`src/rtl/id_ex_stage_pkg.sv`:
```
`default_nettype none
// +----------------------------------------------------------------------+
// | Module : id_ex_stage_pkg                                             |
// | Desc   : Control-bundle layout and bubble constant for ID/EX stage.  |
// | Rev    : 1.0                                                         |
// +----------------------------------------------------------------------+
package id_ex_stage_pkg;

    localparam int CTRL_W = 10;

    // Bit positions in {RegWrite, MemtoReg, MemRead, MemWrite, Branch,
    // ALUSrc, RegDst, Jump, ALUOp[1:0]}
    localparam int CTRL_REGWRITE = 9;
    localparam int CTRL_MEMTOREG = 8;
    localparam int CTRL_MEMREAD  = 7;
    localparam int CTRL_MEMWRITE = 6;
    localparam int CTRL_BRANCH   = 5;
    localparam int CTRL_ALUSRC   = 4;
    localparam int CTRL_REGDST   = 3;
    localparam int CTRL_JUMP     = 2;
    localparam int CTRL_ALUOP_HI = 1;
    localparam int CTRL_ALUOP_LO = 0;

    localparam logic [CTRL_W-1:0] CTRL_BUBBLE = '0;

endpackage
`default_nettype wire

```
`src/rtl/id_ex_stage_load_use_detect.sv`:
```
`default_nettype none
// +----------------------------------------------------------------------+
// | Module : load_use_detect                                             |
// | Desc   : Combinational load-use hazard detection for ID/EX.          |
// | Rev    : 1.0                                                         |
// +----------------------------------------------------------------------+
module load_use_detect (
    input  logic       i_reset,
    input  logic       i_hold,
    input  logic       i_flush,
    input  logic       i_ex_valid,
    input  logic       i_ex_memread,
    input  logic [4:0] i_ex_rt,
    input  logic [4:0] i_id_rs,
    input  logic [4:0] i_id_rt,
    output logic       o_stall
);

    logic w_match;

    // $zero never carries a real dependency
    assign w_match = (i_ex_rt != 5'd0) &&
                     ((i_ex_rt == i_id_rs) || (i_ex_rt == i_id_rt));

    assign o_stall = !i_reset && i_ex_valid && i_ex_memread && w_match &&
                     !i_hold && !i_flush;

endmodule
`default_nettype wire

```
`src/rtl/id_ex_stage.sv`:
```
`default_nettype none
// +----------------------------------------------------------------------+
// | Module : id_ex_stage                                                 |
// | Desc   : ID/EX pipeline register with hold, flush, load-use bubble.  |
// |          Optional StallCount port under macro HAZARD_STATS_EN.       |
// | Rev    : 1.0                                                         |
// +----------------------------------------------------------------------+
module id_ex_stage
    import id_ex_stage_pkg::*;
#(
    parameter int DATA_W = 32
) (
    input  logic              clk,
    input  logic              reset,
    input  logic              Hold,
    input  logic              Flush,
    input  logic [DATA_W-1:0] ID_ReadData1,
    input  logic [DATA_W-1:0] ID_ReadData2,
    input  logic [DATA_W-1:0] ID_Imm,
    input  logic [DATA_W-1:0] ID_PC4,
    input  logic [4:0]        ID_Rs,
    input  logic [4:0]        ID_Rt,
    input  logic [4:0]        ID_Rd,
    input  logic [CTRL_W-1:0] ID_Ctrl,
    output logic [DATA_W-1:0] EX_ReadData1,
    output logic [DATA_W-1:0] EX_ReadData2,
    output logic [DATA_W-1:0] EX_Imm,
    output logic [DATA_W-1:0] EX_PC4,
    output logic [4:0]        EX_Rs,
    output logic [4:0]        EX_Rt,
    output logic [4:0]        EX_Rd,
    output logic [CTRL_W-1:0] EX_Ctrl,
    output logic              EX_Valid,
`ifdef HAZARD_STATS_EN
    output logic [31:0]       StallCount,
`endif
    output logic              Stall
);

    logic [DATA_W-1:0] r_rd1, r_rd2, r_imm, r_pc4;
    logic [4:0]        r_rs, r_rt, r_rd;
    logic [CTRL_W-1:0] r_ctrl;
    logic              r_valid;
    logic              r_flush_pend;
    logic              w_stall;
    logic              w_bubble;

    load_use_detect u_load_use_detect (
        .i_reset      (reset),
        .i_hold       (Hold),
        .i_flush      (Flush),
        .i_ex_valid   (r_valid),
        .i_ex_memread (r_ctrl[CTRL_MEMREAD]),
        .i_ex_rt      (r_rt),
        .i_id_rs      (ID_Rs),
        .i_id_rt      (ID_Rt),
        .o_stall      (w_stall)
    );

    // Only evaluated when Hold=0; a flush (live or pending) outranks a stall
    assign w_bubble = Flush || r_flush_pend || w_stall;

    always_ff @(posedge clk or posedge reset) begin
        if (reset) begin
            r_rd1   <= '0;
            r_rd2   <= '0;
            r_imm   <= '0;
            r_pc4   <= '0;
            r_rs    <= '0;
            r_rt    <= '0;
            r_rd    <= '0;
            r_ctrl  <= CTRL_BUBBLE;
            r_valid <= 1'b0;
        end else if (!Hold) begin
            if (w_bubble) begin
                r_rd1   <= '0;
                r_rd2   <= '0;
                r_imm   <= '0;
                r_pc4   <= '0;
                r_rs    <= '0;
                r_rt    <= '0;
                r_rd    <= '0;
                r_ctrl  <= CTRL_BUBBLE;
                r_valid <= 1'b0;
            end else begin
                r_rd1   <= ID_ReadData1;
                r_rd2   <= ID_ReadData2;
                r_imm   <= ID_Imm;
                r_pc4   <= ID_PC4;
                r_rs    <= ID_Rs;
                r_rt    <= ID_Rt;
                r_rd    <= ID_Rd;
                r_ctrl  <= ID_Ctrl;
                r_valid <= 1'b1;
            end
        end
    end

    // A flush seen while frozen is remembered until the first unfrozen edge
    always_ff @(posedge clk or posedge reset) begin
        if (reset) begin
            r_flush_pend <= 1'b0;
        end else if (Hold) begin
            if (Flush) begin
                r_flush_pend <= 1'b1;
            end
        end else begin
            r_flush_pend <= 1'b0;
        end
    end

`ifdef HAZARD_STATS_EN
    logic [31:0] r_stall_count;

    always_ff @(posedge clk or posedge reset) begin
        if (reset) begin
            r_stall_count <= '0;
        end else if (w_stall && !r_flush_pend && (r_stall_count != 32'hFFFF_FFFF)) begin
            r_stall_count <= r_stall_count + 32'd1;
        end
    end

    assign StallCount = r_stall_count;
`endif

    assign EX_ReadData1 = r_rd1;
    assign EX_ReadData2 = r_rd2;
    assign EX_Imm       = r_imm;
    assign EX_PC4       = r_pc4;
    assign EX_Rs        = r_rs;
    assign EX_Rt        = r_rt;
    assign EX_Rd        = r_rd;
    assign EX_Ctrl      = r_ctrl;
    assign EX_Valid     = r_valid;
    assign Stall        = w_stall;

endmodule
`default_nettype wire
```
`config.mk`:
```
export PLATFORM = sky130hd
export DESIGN_NAME = id_ex_stage
export DESIGN_NICKNAME = d
export VERILOG_FILES = /design/src/rtl/id_ex_stage_pkg.sv /design/src/rtl/id_ex_stage_load_use_detect.sv /design/src/rtl/id_ex_stage.sv
export SDC_FILE = /design/constraint.sdc
export NUM_CORES = 1
export LEC_CHECK = 0
export BUFFER_PORTS_ARGS = -buffer_cell sky130_fd_sc_hd__buf_4
export CAP_MARGIN = 20
export CORE_MARGIN = 8
export CORE_UTILIZATION = 48
export CTS_CLUSTER_SIZE = 24
export DETAILED_ROUTE_END_ITERATION = 16
export GPL_TIMING_DRIVEN = 0
export PLACE_DENSITY = 0.84
export SYNTH_ARGS = -nofsm -noshare
export SYNTH_HDL_FRONTEND = slang
export SYNTH_SLANG_ARGS = --single-unit
export TNS_END_PERCENT = 10
```
`constraint.sdc`:
```
create_clock -name clk -period 7 [get_ports clk]
set_input_delay 1.4 -clock clk [delete_from_list [all_inputs] [get_ports clk]]
set_output_delay 1.4 -clock clk [all_outputs]
set_load 0.01 [all_outputs]
```
==> results of run 1 <==
-- layer usage --
layer  GRT usage [%]  up-vias
met5               0        -
met4            8.75        0
met3            10.5       46
met2            44.8      438
met1            31.8     3663
li1                -     3430
-- area by class of cell --
class | instances | area, um2 | share of cell area, %
Sequential cell | 155 | 3880 | 37.1
Inverter | 1 | 11.3 | 0.108
Buffer | 86 | 455 | 4.36
Tap cell | 184 | 230 | 2.20
Timing Repair Buffer | 312 | 2360 | 22.6
Clock buffer | 20 | 457 | 4.37
Clock inverter | 11 | 193 | 1.84
Multi-Input combinational cell | 483 | 2860 | 27.4
-- worst max-delay path: stages --
cell	delay, ps
buf_4	130
xnor2_1	150
nand3_1	100
o22ai_1	230
clkbuf_1	390
nor2b_1	210
buf_4	150
-- registers in the layout, summed over array words and instances (netlist names) --
signal / count
EX_Rt: 5
EX_Rs: 5
r_flush_pend: 1
EX_PC4: 32
EX_Valid: 1
EX_ReadData1: 32
EX_ReadData2: 32
EX_Imm: 32
EX_Rd: 5
EX_Ctrl: 10
-- cells in the mapped netlist --
cell,number,area (um2)
dfrtp_1,155,3880
nand3_1,2,10.0
nor4b_1,1,8.76
a32oi_1,153,1340
buf_6,16,180
o21a_1,1,7.51
o22ai_1,1,6.26
o21ai_0,135,676
or3_1,1,6.26
buf_2,4,20.0
or4_1,1,7.51
nor3_1,1,5.00
nor2b_1,1,6.26
buf_4,2,15.0
o211ai_2,1,12.5
clkbuf_1,58,218
o21ai_1,19,95.1
inv_1,1,3.75
a22oi_1,1,7.51
buf_1,6,22.5
xnor2_1,10,87.6
nand2_1,155,582
-- kinds of logic after synthesis --
logic type,Yosys count
AOI/OAI and AO/OA,311
and+or+nand+nor,162
DFF,155
xor gates and xnor gates,10
buffers and inverters,87
-- path summary, 6_finish.rpt --
kind | end | slack [ps] | depth (start not counted)
worst max-delay path | Stall | 2850 | 7
worst min-delay path | EX_ReadData2[28] | 490 | 2
max in group asynchronous | EX_ReadData2[21] | 5170 | 3
worst min register to register | EX_ReadData2[28] | 490 | 2
min in group asynchronous | EX_PC4[8] | 1040 | 2
worst max register to register | EX_PC4[0] | 4690 | 6
-- stage by stage --
stage / setup TNS, ps / area, um2
2_1_floorplan: 0 / 7200
3_3_place_gp: -80540 / 9760
3_5_place_dp: 0 / 9800
4_1_cts: 0 / 10400
5_1_grt: 0 / 10400
6_report: 0 / 10400
-- power by group --
part           total, mW  internal, mW  switching (mW)  leakage (nW)
clock network       1.02         0.650           0.370         0.312
logic              0.582         0.277           0.305          2.35
registers           1.08          1.01          0.0753          1.98
==> summary.md, run 1 <==
| Metric | Value |
|---|---|
| Status | `completed` |
| Top sig layer | `met4` |
| Hold_ws | `491 ps` |
| Maxcap violations | `0` |
| Pleak | `4.64 nW` |
| Reg-to-Reg Start | `EX_Rt[0]` |
| Later-pin clock latency in the skew report | `420 ps` |
| Simple-gate share of the synthesized area | `8.69%` |
| Period minus WS final | `4150 ps` |
| DR WL met2 | `13300 um` |
| Fillers | `1140` |
| Synth cell types | `22` |
| Average routed wire per standard cell | `21.9 um` |
| Avg Synthesized Cell Area | `9.93 um2` |
| # IOs | `312` |
| Routed WL | `27400 um` |
| Post-CTS sizing | `0` |
| Setup crit start kind | `primary input` |
| Hold Crit Start | `EX_ReadData2[28]` |
| Tot Pwr | `2.68 mW` |
| # nets final | `1213` |
| H-tree levels | `4` |
| Die area | `19200 um2` |
| Clock sink count | `155` |
| Period utilization | `59.3%` |
| Maximum clock path buffer count | `2` |
| Row count | `44` |
| Initial DRC Count | `684` |
| VDD IR max | `0.139 mV` |
| Antenna Cells | `0` |
| Number of buffers created by CTS | `17` |
| Clk pin slew, worst setup/hold paths | `60 ps` |
| Most frequent cells in the layout | `313 x buf_4, 155 x dfrtp_1, 155 x nand2_1, 153 x a32oi_1, 135 x o21ai_0` |
| CTS tree | `done` |
| Post-CTS Setup Inserts | `0` |
| Yosys reg bits | `155` |
| Area delta synth->final | `45.2%` |
| GP Congestion | `0.827` |
| DR vias | `7577` |
| Core box area | `14600 um2` |
| CP Launch Point | `ID_Rs[0]` |
| Metal1 wirelength | `10200 um` |
| Post-DRT Antenna Nets | `0` |
| CP Max Fanout | `10` |
| Pre-CTS WS | `2870 ps` |
| DP Cell Count | `1221` |
| Met3 wire length | `3320 um` |
| Worst min path class | `reg2reg` |
| Global route overflow | `0` |
| Mux contribution to synthesized area | `0%` |
| Residual DRC count | `0` |
| First-pass GRT wire length | `42300 um` |
| Synth Area in XOR/XNOR | `1.22%` |
| Gr usage total | `27.1%` |
| Syn Inst Count | `725` |
| # port buffers | `311` |
| Max Clk Rate | `0.241 GHz` |
| WS Path Type | `in2out` |
| Setup ws final | `2850 ps` |
| Commonest non-fill, non-tap cell in the layout | `buf_4` |
| Syn Nets | `882` |
| Synth Area in Adders | `0%` |
| Root Driver | `clkbuf_16` |
| Worst EP required | `5600 ps` |
| Crit. End Element | `output pin` |
| Final core utilization | `71.6%` |
| Die Y | `138 um` |
| Dpl hpwl | `20100 um` |
| Initial Util | `49.3%` |
| YS warnings | `0` |
| RSZ-0062 raised after global routing | `false` |
| Crit path DAT | `2750 ps` |
| Largest net degree at the start of global routing | `86` |
| Pwr dens | `257 nW/um2` |
| Vias in the first global route | `7551` |
| Finished Layout Cells | `1252` |
| Fin Clk Skew | `6.33 ps` |
| Largest family of logic cells by synthesized area | `compound AO/OA/AOI/OAI gates` |
| Share of layout cells above drive strength 1 | `34.3%` |
| CTS Hold Buffers Added | `0` |
| Die Wd | `138 um` |
| Worst-margin pin slew | `687 ps` |
| Antenna violations before repair | `0` |
| Final hold vios | `0` |
| Max_slew headroom | `54.2%` |
| Final setup fails | `0` |
| First-pass DRT Iterations | `5` |
| Register area share after synthesis | `53.9%` |
| Synth Area in Compound Gates | `29.8%` |
| Mapped Area | `7200 um2` |
| Vias per std cell | `6.05` |
| Slew Limit Fails | `0` |
No activity file was read; power rests on OpenSTA's default activity.
==> inputs of run 2 (changes only) <==
--- a/config.mk
+++ b/config.mk
@@ -8,11 +8,11 @@
 export BUFFER_PORTS_ARGS = -buffer_cell sky130_fd_sc_hd__buf_4
 export CAP_MARGIN = 20
 export CORE_MARGIN = 8
-export CORE_UTILIZATION = 48
+export CORE_UTILIZATION = 43
 export CTS_CLUSTER_SIZE = 24
 export DETAILED_ROUTE_END_ITERATION = 16
 export GPL_TIMING_DRIVEN = 0
-export PLACE_DENSITY = 0.84
+export PLACE_DENSITY = 0.79
 export SYNTH_ARGS = -nofsm -noshare
 export SYNTH_HDL_FRONTEND = slang
 export SYNTH_SLANG_ARGS = --single-unit
==> constraint.sdc (replaced) <==
create_clock -name clk -period 3.6 [get_ports clk]
set_input_delay 0.72 -clock clk [delete_from_list [all_inputs] [get_ports clk]]
set_output_delay 0.72 -clock clk [all_outputs]
set_load 0.01 [all_outputs]
==> run 2 against run 1 <==
Cell area is 0.59% higher. Hold slack lost 120 ps. Register-to-register slack got worse by 3400 ps. Via count down 1.9%. Non-clock buffer count rose by 3. Clock-buffer cell count fell by 1. Clock power grew 85%. Die area increased by 10%. Global-route usage is 2.0 points lower. First-iteration DRC count fell by 6.3%. Power grew 91%.
==> summary.md, run 2 (synthesis results as in run 1) <==
| Metric | Value |
|---|---|
| Status | `completed` |
| Combinational share of power | `22.0% (+0.3 points)` |
| Final Instance Area | `10500 um2 (+0.59%)` |
| Die Y | `145 um (+5.0%)` |
| Period minus WS final | `2980 ps` |
| Number of buffers created by CTS | `17 (unchanged)` |
| Crit. End Element | `output pin` |
| Setup crit start kind | `flip-flop` |
| Setup ws final | `619 ps (-2230 ps)` |
| Post-CTS Setup Inserts | `0 (unchanged)` |
| Final hold vios | `0 (unchanged)` |
| Worst r2r path cells | `6 (unchanged)` |
| Pleak | `4.64 nW (about the same)` |
| Area delta synth->final | `46.0%` |
| Initial DRC Count | `641 (-6.3%)` |
| Slew Limit Fails | `0 (unchanged)` |
| Initial Util | `43.7% (-5.6 points)` |
| Post-DRT Antenna Nets | `0 (unchanged)` |
| Average routed wire per standard cell | `21.1 um (-3.4%)` |
| H-tree levels | `4 (unchanged)` |
| Worst EP required | `2880 ps (-2720 ps)` |
| Clk pwr share | `36.9% (-1.1 points)` |
| RR Endpoint | `EX_ReadData2[25]` |
| Core box area | `16500 um2 (+13%)` |
| RSZ-0062 raised after global routing | `false` |
| Pwr dens | `488 nW/um2 (+90%)` |
| First-pass GRT wire length | `42800 um (+1.3%)` |
| Most Frequent Cell on Critical Path | `buf_4` |
| Net Sw Frac | `29.2% (+1.2 points)` |
| Row count | `47 (+6.8%)` |
| Pre-CTS WS | `748 ps (-2120 ps)` |
| Maxcap violations | `0 (unchanged)` |
| Antenna violations before repair | `1 (+1)` |
| CP Max Fanout | `10 (unchanged)` |
| Period utilization | `82.8%` |
| Reg-to-Reg Start | `EX_Rt[4]` |
| Clock sink count | `155 (unchanged)` |
| Largest net degree at the start of global routing | `40 (-53%)` |
| Max_slew headroom | `57.6% (+3.5 points)` |
| Post-CTS sizing | `0 (unchanged)` |
| CP Launch Point | `EX_Rt[0]` |
| Routed WL | `27300 um (-0.34%)` |
| Worst-margin pin slew | `635 ps (-51.9 ps)` |
| Setup crit end | `Stall` |
| # nets final | `1216 (+0.25%)` |
| Vias in the first global route | `7476 (-0.99%)` |
| Max Clk Rate | `0.335 GHz` |
| GP Congestion | `0.889 (+7.5%)` |
| VDD IR max | `0.316 mV (+130%)` |
| Reg2Reg Setup Slack | `1290 ps (-3400 ps)` |
| Placed inst area | `9890 um2 (+0.96%)` |
| Clk pin slew, worst setup/hold paths | `60 ps (about the same)` |
| Fin Clk Skew | `10.8 ps (+4.49 ps)` |
| Later-pin clock latency in the skew report | `430 ps (about the same)` |
| Global route overflow | `0 (unchanged)` |
| Worst path cell trace | `or4_1, o211ai_2, buf_4, buf_6, nor2b_1, buf_4` |
| Commonest non-fill, non-tap cell in the layout | `buf_4` |
| # IOs | `312 (unchanged)` |
| CTS Hold Buffers Added | `0 (unchanged)` |
| CTS tree | `done` |
| Die area | `21100 um2 (+10%)` |
| # port buffers | `311 (unchanged)` |
| Dpl hpwl | `20300 um (+1.1%)` |
| Slowest cell on the critical path | `or4_1` |
| Share of layout cells above drive strength 1 | `34.5% (+0.28 points)` |
| First-pass DRT Iterations | `5 (unchanged)` |
| Worst path max stage delay | `570 ps (+180 ps)` |
| P_int | `3.63 mW (+88%)` |
| Residual DRC count | `0 (unchanged)` |
| Seq pwr share | `41.1% (+0.8 points)` |
| Root Driver | `clkbuf_16` |
| DR vias | `7430 (-1.9%)` |
| Fillers | `1404 (+23%)` |
| Crit path DAT | `2260 ps (-490 ps)` |
| P_sw | `1.50 mW (+99%)` |
| Vias per std cell | `5.75 (-5.0%)` |
| Most frequent cells in the layout | `313 x buf_4, 155 x dfrtp_1, 155 x nand2_1, 153 x a32oi_1, 135 x o21ai_0` |
| Die Wd | `145 um (+5.0%)` |
| Maximum clock path buffer count | `2 (unchanged)` |
| Gr usage total | `25.1% (-2.0 points)` |
| WS Path Type | `reg2out` |
| Worst min path class | `in2async` |
| Final setup fails | `0 (unchanged)` |
## run 2: changes by cell type in the layout (fill, tap and decap cells not counted), moves of 2 or more
cell / previous run / this run
inv_6: 0 / 4
buf_12: 0 / 4
bufinv_16: 5 / 3
clkinvlp_4: 2 / 4
## run 2: per-stage QoR
stage          cells  hold WS (ps)  power (mW)  util (%)  TNS [ps]
6_report        1292           376        5.13      63.8         0
5_1_grt         1292           399        5.35      63.8         0
4_1_cts         1291           370        5.16      63.8         0
3_5_place_dp    1260           479        3.27      60.1         0
3_3_place_gp    1256           470        3.24      59.6    -30580
2_1_floorplan    725           465        2.57         -         0
## run 2: how the worst min path moves through the flow
stage                     start                to  slack (ps)  cells past startpoint
2_1_floorplan      r_flush_pend      r_flush_pend         470                      1
4_1_cts                   reset         EX_PC4[4]         370                      2
5_1_grt                   reset         EX_PC4[2]         400                      2
3_3_place_gp   EX_ReadData2[18]  EX_ReadData2[18]         470                      2
6_report                  reset         EX_PC4[2]         380                      2
3_5_place_dp    EX_ReadData2[9]   EX_ReadData2[9]         480                      2
## run 2: layer usage
metal	global-route usage [%]	vias to the layer above	wire length [um]
met5	0	-	0
met3	8.99	41	2640
met4	9.16	0	714
met1	30.5	3620	10600
li1	-	3426	-
met2	40.5	343	13300
## run 2: power by group through the flow
stage | clock network (mW) | logic, mW | registers (mW)
floorplan | 0 | 0.361 | 2.21
global placement | 0 | 1.11 | 2.13
detailed placement | 0 | 1.14 | 2.13
CTS | 1.91 | 1.14 | 2.10
global route | 1.99 | 1.23 | 2.13
finish | 1.89 | 1.13 | 2.11
## run 2: cell type report
class                      count  area (um2)  area share, %
buffer                        86         455           4.33
tap                          220         275           2.62
sequential                   155        3880           36.9
clock inverter                12         161           1.54
antenna                        1        2.50         0.0238
clock buffer                  19         453           4.31
timing repair buffer         315        2410           23.0
multi-input combinational    483        2860           27.2
inverter                       1        7.51         0.0715
## run 2: critical path, delay by kind of cell, from the launching register on
family	cells	cell delay (ps)
AO/OA/AOI/OAI	1	210
flip-flops	1	430
buffers and inverters	3	550
AND/OR/NAND/NOR	2	630
